## src/rtl/instr_fetch_queue_if.sv

```systemverilog
// Fetch-to-imem and fetch-to-decode signal bundle for instr_fetch_queue.
interface instr_fetch_queue_if #(
    parameter int unsigned XLEN = 32
);
    logic [XLEN-1:0] PCF;
    logic            ReqF;
    logic            GntF;
    logic            RespValidF;
    logic [XLEN-1:0] RespInstrF;
    logic            PCSrcE;
    logic [XLEN-1:0] PCTargetE;
    logic            StallD;
    logic            ValidD;
    logic [XLEN-1:0] InstrD;
    logic [XLEN-1:0] PCD;
    logic [XLEN-1:0] PCPlus4D;

    // Fetch unit side
    modport master (
        output PCF, ReqF, ValidD, InstrD, PCD, PCPlus4D,
        input  GntF, RespValidF, RespInstrF, PCSrcE, PCTargetE, StallD
    );

    // Environment side (imem, EX redirect, decode)
    modport slave (
        input  PCF, ReqF, ValidD, InstrD, PCD, PCPlus4D,
        output GntF, RespValidF, RespInstrF, PCSrcE, PCTargetE, StallD
    );
endinterface

```

## src/rtl/instr_fetch_queue.sv

```systemverilog
// Fetch stage: issues sequential PCs, buffers returned instructions in a small
// FIFO and presents the head to decode; EX redirects flush the queue.
module instr_fetch_queue #(
    parameter int unsigned    DEPTH    = 4,
    parameter int unsigned    XLEN     = 32,
    parameter logic [XLEN-1:0] RESET_PC = '0
) (
    input  logic               clk,
    input  logic               reset,
    instr_fetch_queue_if.master bus
);
    localparam int unsigned PTR_W = $clog2(DEPTH);
    localparam int unsigned CNT_W = PTR_W + 1;
    localparam logic [XLEN-1:0] NOP_INSTR = XLEN'(32'h0000_0013);

    logic [XLEN-1:0]  pcf_q, pcf_d;
    logic             pending_q, pending_d;
    logic [XLEN-1:0]  pend_pc_q, pend_pc_d;
    logic             drop_q, drop_d;
    logic [CNT_W-1:0] count_q, count_d;
    logic [PTR_W-1:0] rd_ptr_q, rd_ptr_d;
    logic [PTR_W-1:0] wr_ptr_q, wr_ptr_d;
    logic [XLEN-1:0]  mem_instr_q [DEPTH];
    logic [XLEN-1:0]  mem_instr_d [DEPTH];
    logic [XLEN-1:0]  mem_pc_q    [DEPTH];
    logic [XLEN-1:0]  mem_pc_d    [DEPTH];

    logic             req_c, accept_c, push_c, pop_c, valid_c;
    logic [CNT_W:0]   inflight_c;

    // Request credit, handshake qualifiers and head-of-queue outputs
    always_comb begin
        inflight_c = {1'b0, count_q} + (CNT_W + 1)'(pending_q);
        valid_c    = (count_q != '0);
        req_c      = reset && !bus.PCSrcE && (inflight_c < (CNT_W + 1)'(DEPTH));
        accept_c   = req_c && bus.GntF;
        push_c     = bus.RespValidF && pending_q && !drop_q;
        pop_c      = valid_c && !bus.StallD;

        bus.PCF      = pcf_q;
        bus.ReqF     = req_c;
        bus.ValidD   = valid_c;
        bus.InstrD   = valid_c ? mem_instr_q[rd_ptr_q] : NOP_INSTR;
        bus.PCD      = valid_c ? mem_pc_q[rd_ptr_q] : '0;
        bus.PCPlus4D = valid_c ? (mem_pc_q[rd_ptr_q] + XLEN'(4)) : '0;
    end

    // Next-state: redirect flushes everything, otherwise accept/push/pop
    always_comb begin
        pcf_d       = pcf_q;
        pending_d   = pending_q;
        pend_pc_d   = pend_pc_q;
        drop_d      = 1'b0;
        count_d     = count_q;
        rd_ptr_d    = rd_ptr_q;
        wr_ptr_d    = wr_ptr_q;
        mem_instr_d = mem_instr_q;
        mem_pc_d    = mem_pc_q;

        if (bus.PCSrcE) begin
            pcf_d     = bus.PCTargetE;
            pending_d = 1'b0;
            drop_d    = pending_q;
            count_d   = '0;
            rd_ptr_d  = '0;
            wr_ptr_d  = '0;
        end else begin
            pending_d = accept_c;
            if (accept_c) begin
                pend_pc_d = pcf_q;
                pcf_d     = pcf_q + XLEN'(4);
            end
            if (push_c) begin
                mem_instr_d[wr_ptr_q] = bus.RespInstrF;
                mem_pc_d[wr_ptr_q]    = pend_pc_q;
                wr_ptr_d              = wr_ptr_q + PTR_W'(1);
            end
            if (pop_c) begin
                rd_ptr_d = rd_ptr_q + PTR_W'(1);
            end
            count_d = count_q + CNT_W'(push_c) - CNT_W'(pop_c);
        end
    end

    // State registers with synchronous active-low reset
    always_ff @(posedge clk) begin
        if (!reset) begin
            pcf_q     <= RESET_PC;
            pending_q <= 1'b0;
            pend_pc_q <= '0;
            drop_q    <= 1'b0;
            count_q   <= '0;
            rd_ptr_q  <= '0;
            wr_ptr_q  <= '0;
            for (int i = 0; i < int'(DEPTH); i++) begin
                mem_instr_q[i] <= '0;
                mem_pc_q[i]    <= '0;
            end
        end else begin
            pcf_q       <= pcf_d;
            pending_q   <= pending_d;
            pend_pc_q   <= pend_pc_d;
            drop_q      <= drop_d;
            count_q     <= count_d;
            rd_ptr_q    <= rd_ptr_d;
            wr_ptr_q    <= wr_ptr_d;
            mem_instr_q <= mem_instr_d;
            mem_pc_q    <= mem_pc_d;
        end
    end
endmodule
```

## src/flat_wrapper.sv

```systemverilog
// flat-port wrapper written by rule: the top's interface ports become plain ports
module instr_fetch_queue_flat 
#(
    parameter int unsigned    DEPTH    = 4,
    parameter int unsigned    XLEN     = 32,
    parameter logic [XLEN-1:0] RESET_PC = '0
)
  (clk, reset, bus_PCF, bus_ReqF, bus_ValidD, bus_InstrD, bus_PCD, bus_PCPlus4D, bus_GntF, bus_RespValidF, bus_RespInstrF, bus_PCSrcE, bus_PCTargetE, bus_StallD);
  instr_fetch_queue_if #(.XLEN(XLEN)) bus_i ();
  input  logic clk;
  input  logic reset;
  output wire logic [$bits(bus_i.PCF)-1:0] bus_PCF;
  output wire logic [$bits(bus_i.ReqF)-1:0] bus_ReqF;
  output wire logic [$bits(bus_i.ValidD)-1:0] bus_ValidD;
  output wire logic [$bits(bus_i.InstrD)-1:0] bus_InstrD;
  output wire logic [$bits(bus_i.PCD)-1:0] bus_PCD;
  output wire logic [$bits(bus_i.PCPlus4D)-1:0] bus_PCPlus4D;
  input wire logic [$bits(bus_i.GntF)-1:0] bus_GntF;
  input wire logic [$bits(bus_i.RespValidF)-1:0] bus_RespValidF;
  input wire logic [$bits(bus_i.RespInstrF)-1:0] bus_RespInstrF;
  input wire logic [$bits(bus_i.PCSrcE)-1:0] bus_PCSrcE;
  input wire logic [$bits(bus_i.PCTargetE)-1:0] bus_PCTargetE;
  input wire logic [$bits(bus_i.StallD)-1:0] bus_StallD;
  assign bus_PCF = bus_i.PCF;
  assign bus_ReqF = bus_i.ReqF;
  assign bus_ValidD = bus_i.ValidD;
  assign bus_InstrD = bus_i.InstrD;
  assign bus_PCD = bus_i.PCD;
  assign bus_PCPlus4D = bus_i.PCPlus4D;
  assign bus_i.GntF = bus_GntF;
  assign bus_i.RespValidF = bus_RespValidF;
  assign bus_i.RespInstrF = bus_RespInstrF;
  assign bus_i.PCSrcE = bus_PCSrcE;
  assign bus_i.PCTargetE = bus_PCTargetE;
  assign bus_i.StallD = bus_StallD;
  instr_fetch_queue #(.DEPTH(DEPTH), .XLEN(XLEN), .RESET_PC(RESET_PC)) u_core (.clk(clk), .reset(reset), .bus(bus_i));
endmodule
```

## config.mk

```make
export PLATFORM = sky130hd
export DESIGN_NAME = instr_fetch_queue_flat
export DESIGN_NICKNAME = d
export VERILOG_FILES = /design/src/rtl/instr_fetch_queue_if.sv /design/src/rtl/instr_fetch_queue.sv /design/src/flat_wrapper.sv
export SDC_FILE = /design/constraint.sdc
export NUM_CORES = 1
export LEC_CHECK = 0
export ABC_AREA = 1
export BUFFER_PORTS_ARGS = -buffer_cell sky130_fd_sc_hd__buf_2
export CAP_MARGIN = 10
export CORE_MARGIN = 8
export CORE_UTILIZATION = 55
export CTS_BUF_LIST = sky130_fd_sc_hd__clkbuf_4 sky130_fd_sc_hd__clkbuf_8
export DETAILED_ROUTE_END_ITERATION = 7
export MAX_ROUTING_LAYER = met4
export PLACE_DENSITY = 0.78
export SLEW_MARGIN = 30
export SYNTH_ARGS = -nofsm -noshare
export SYNTH_HDL_FRONTEND = slang
export SYNTH_SLANG_ARGS = --single-unit
```

## constraint.sdc

```tcl
create_clock -name clk -period 2.1 [get_ports clk]
set_input_delay 0.21 -clock clk [delete_from_list [all_inputs] [get_ports clk]]
set_output_delay 0.21 -clock clk [all_outputs]
set_load 0.005 [all_outputs]
```

==> results.yml <==
cells_and_area:
  fin_area_mm2: 0.0212
  syn2layout_area_growth_pct: 30.0
  fin_nets: 2880
  utilization: 0.721
  final_layout_size_suffix_gt1_frac: 0.216
  final_common_cell: "nand2_1"
  final_cell_mix: "nand2_1 (479), a21oi_1 (396), dfxtp_1 (325), inv_1 (324), o21ai_0 (323)"
timing:
  worst_slew_pin_slew_ns: 0.893
  setup_viol: 77
  period_needed_ns: 2.76
  fmax_mhz: 363
  final_max_slew_viol_count: 0
  final_hold_viol_count: 0
  fin_crit_sh: 1.31
  fin_skew_ns: 0.0344
  rsz0062_at_grt: "yes"
  maxSlewHeadroom: 0.405
  worst_slack_ns: -0.658
yosys:
  yosysWarningCount: 0
  avgSynthCellArea_um2: 6.56
  yosys_register_bits: 329
  async_reset_ff_frac: 0
  synth_nets: 2565
  synth_ff_type: "dfxtp_1"
  ys_types: 39
  syn_area_mm2: 0.0163
  synth_cells: 2485
  synth_seq_area_share: 0.404
  synth-edff-count: 0
critical_path:
  cp_data_arrival_time_ns: 2.55
  cp-start-kind: "flop"
  reg2reg_to: "u_core.count_q[1]"
  slowest_delay_ns: 0.40
  crit_buf_inv: 2
  crit_slowest_cell: "dfxtp_4"
  criticalPathCategory: "reg2out"
  crit_family: "simple AND/OR/NAND/NOR gates"
  r2r_start: "u_core.count_q[1]"
  critical_path_required_ns: 1.89
  critPathCaptureType: "output port"
  crit_chain: "buf_6 -> nand2_1 -> nand2_1 -> nand2_1 -> nand2_2 -> ha_4 -> nand3_4 -> nor2_4 -> nand2_4 -> nor2_4 -> nand3_2 -> nand2_1 -> nand2_1 -> nor2_1 -> buf_2"
  critPathMaxFanout: 6
  worstRegToRegCells: 9
  rrSetupSlack_ns: 0.02
  cpMostUsedCell: "nand2_1"
clock_network:
  cts_buffers: 52
  clk_latency_ns: 0.58
  cts_tree: "done"
  clk_pin_slew_ns: 0.06
  clock_tree.root_cell: "clkbuf_8"
  cts_buffer_depth: 3
  cts_sinks: 329
  cts_max_level: 2
floorplanning:
  die_area_mm2: 0.0354
  die_h_um: 188
  die_w_um: 188
  boundaryPins: 200
  core_mm2: 0.0294
  start_util: 0.555
  rows: 63
power:
  powerDensity_mw_per_mm2: 612
  leakage_nw: 8.53
  p_comb_frac: 0.084
  switching_share: 0.246
  p_clk_frac: 0.419
  power_w: 0.0130
  peakVddDrop_mv: 0.527
  switchingPower_w: 0.00319
  seqPwrFrac: 0.497
  p_int_w: 0.00979
worst_hold_path:
  worstHoldStart: "bus_PCTargetE[17]"
  hold_path_depth: 5
  min_path_type: "in2reg"
  worstHoldEndpoint: "u_core.bus.PCF[17]"
drt:
  drt_iter0_markers: 1875
  routed_wl_um: 52600
  drc: 0
  wl_per_cell_um: 16.3
  antenna_left: 0
  firstDrtPassIters: 5
  vias_per_cell: 5.44
  vias: 17500
place:
  port_buffers: 199
  detailed_place_hpwl_um: 32400
  place_congestion: 0.959
  place_area_mm2: 0.0183
job:
  drv_cap: 0
run_status:
  violations: "negative setup slack"
  status: "finished, violations left"
global_routing:
  grt_pass1_vias: 16500
  grt_overflow: 0
  antenna_found_initial: 1
  grt_max_degree: 235
  grt_usage: 0.279
  grt_pass1_wl_um: 81200
==> registers in the layout (all words and copies together) (netlist names) <==
| name | flops |
|---|---|
| u_core.count_q | 3 |
| u_core.drop_q | 1 |
| u_core.pending_q | 1 |
| u_core.mem_instr_q | 128 |
| u_core.bus.PCF | 32 |
| u_core.rd_ptr_q | 2 |
| u_core.pend_pc_q | 32 |
| u_core.mem_pc_q | 128 |
| u_core.wr_ptr_q | 2 |
==> timing repair <==
action                                 in CTS  in global routing
hold buffers                               66                  0
pin swaps                                   9                 45
endpoints found under the hold margin     162                  0
gates cloned                                3                  8
buffers inserted                            4                 27
setup endpoints to repair                  90                125
resized for setup                          55                193
==> cell usage after synthesis, types with 3 or more instances <==
cell type	n	area share
nor2_4	4	0.0028
clkbuf_1	115	0.026
xor2_1	8	0.0043
buf_4	9	0.0041
a21oi_1	421	0.13
nor2_2	10	0.0038
nor3_1	14	0.0043
buf_2	29	0.0089
nand4_1	6	0.0023
dfxtp_1	329	0.40
o21ai_0	361	0.11
inv_2	3	0.00069
o21ai_1	3	0.00092
nand3_1	120	0.037
buf_6	9	0.0062
inv_1	325	0.075
buf_1	5	0.0012
nand2_2	9	0.0035
xnor2_1	6	0.0032
a31oi_1	3	0.0012
nand2_1	515	0.12
nor2_1	151	0.035
ha_1	9	0.0069
==> power by group through the flow <==
stage	Sequential [W]	Clock, W	Combinational (W)
floorplan	0.00654	0	0.000500
global placement	0.00657	0	0.000821
detailed placement	0.00657	0	0.000844
CTS	0.00644	0.00551	0.000983
global route	0.00645	0.00579	0.00120
finish	0.00644	0.00543	0.00110
==> cells by family after synthesis <==
| kind of cell | after synthesis | share of synthesized area |
|---|---|---|
| fa+ha+maj | 10 | 0.00813 |
| compound gates | 796 | 0.246 |
| xor+xnor | 14 | 0.00752 |
| flops | 329 | 0.404 |
| simple gates | 836 | 0.210 |
| buf+inv | 500 | 0.124 |
==> tightest hold or removal path, delay by kind of cell <==
kind,cells,cell delay (ns)
buffers and inverters,1,0.08
and+or+nand+nor,4,0.31
==> cell type report <==
type,count,area [um^2]
timing repair buffer,429,3540
tap,390,488
clock inverter,3,28.8
antenna,2,5.00
fill,2286,8190
multi-input combinational,1656,8300
inverter,332,1260
sequential,329,6600
clock buffer,80,995
==> through the flow <==
step | setup TNS, ns | instances | setup slack [ns] | hold WS (ns)
after floorplan | 0 | 2485 | 0.00914 | 0.320
after global routing | -26.96 | 3220 | -0.797 | 0.0661
final | -18.99 | 3221 | -0.658 | 0.0668
after global placement | -0.0658 | 3030 | -0.0208 | 0.406
after CTS | -20.33 | 3186 | -0.613 | 0.0294
after detailed placement | -0.416 | 3030 | -0.0654 | 0.412
==> worst max path at each step <==
stage / slack (ns) / depth (start not counted) / startpoint / endpoint
after global placement: -0.02 / 15 / u_core.rd_ptr_q[0] / bus_PCPlus4D[29]
after floorplan: 0.009 / 15 / u_core.rd_ptr_q[0] / bus_PCPlus4D[26]
after CTS: -0.61 / 14 / u_core.rd_ptr_q[0] / bus_PCPlus4D[28]
after detailed placement: -0.07 / 12 / u_core.rd_ptr_q[0] / bus_PCPlus4D[17]
after global routing: -0.80 / 15 / u_core.rd_ptr_q[0] / bus_PCPlus4D[26]
final: -0.66 / 15 / u_core.rd_ptr_q[0] / bus_PCPlus4D[28]
==> routing by layer <==
metal / up-vias / GRT usage / part of all wire
met1: 8019 / 0.358 / 0.43
met3: 107 / 0.0410 / 0.078
met4: 0 / 0.0855 / 0.027
li1: 8649 / - / -
met2: 743 / 0.449 / 0.47
met5: - / - / 0
Note: power is estimated with default switching activity, not from simulation.
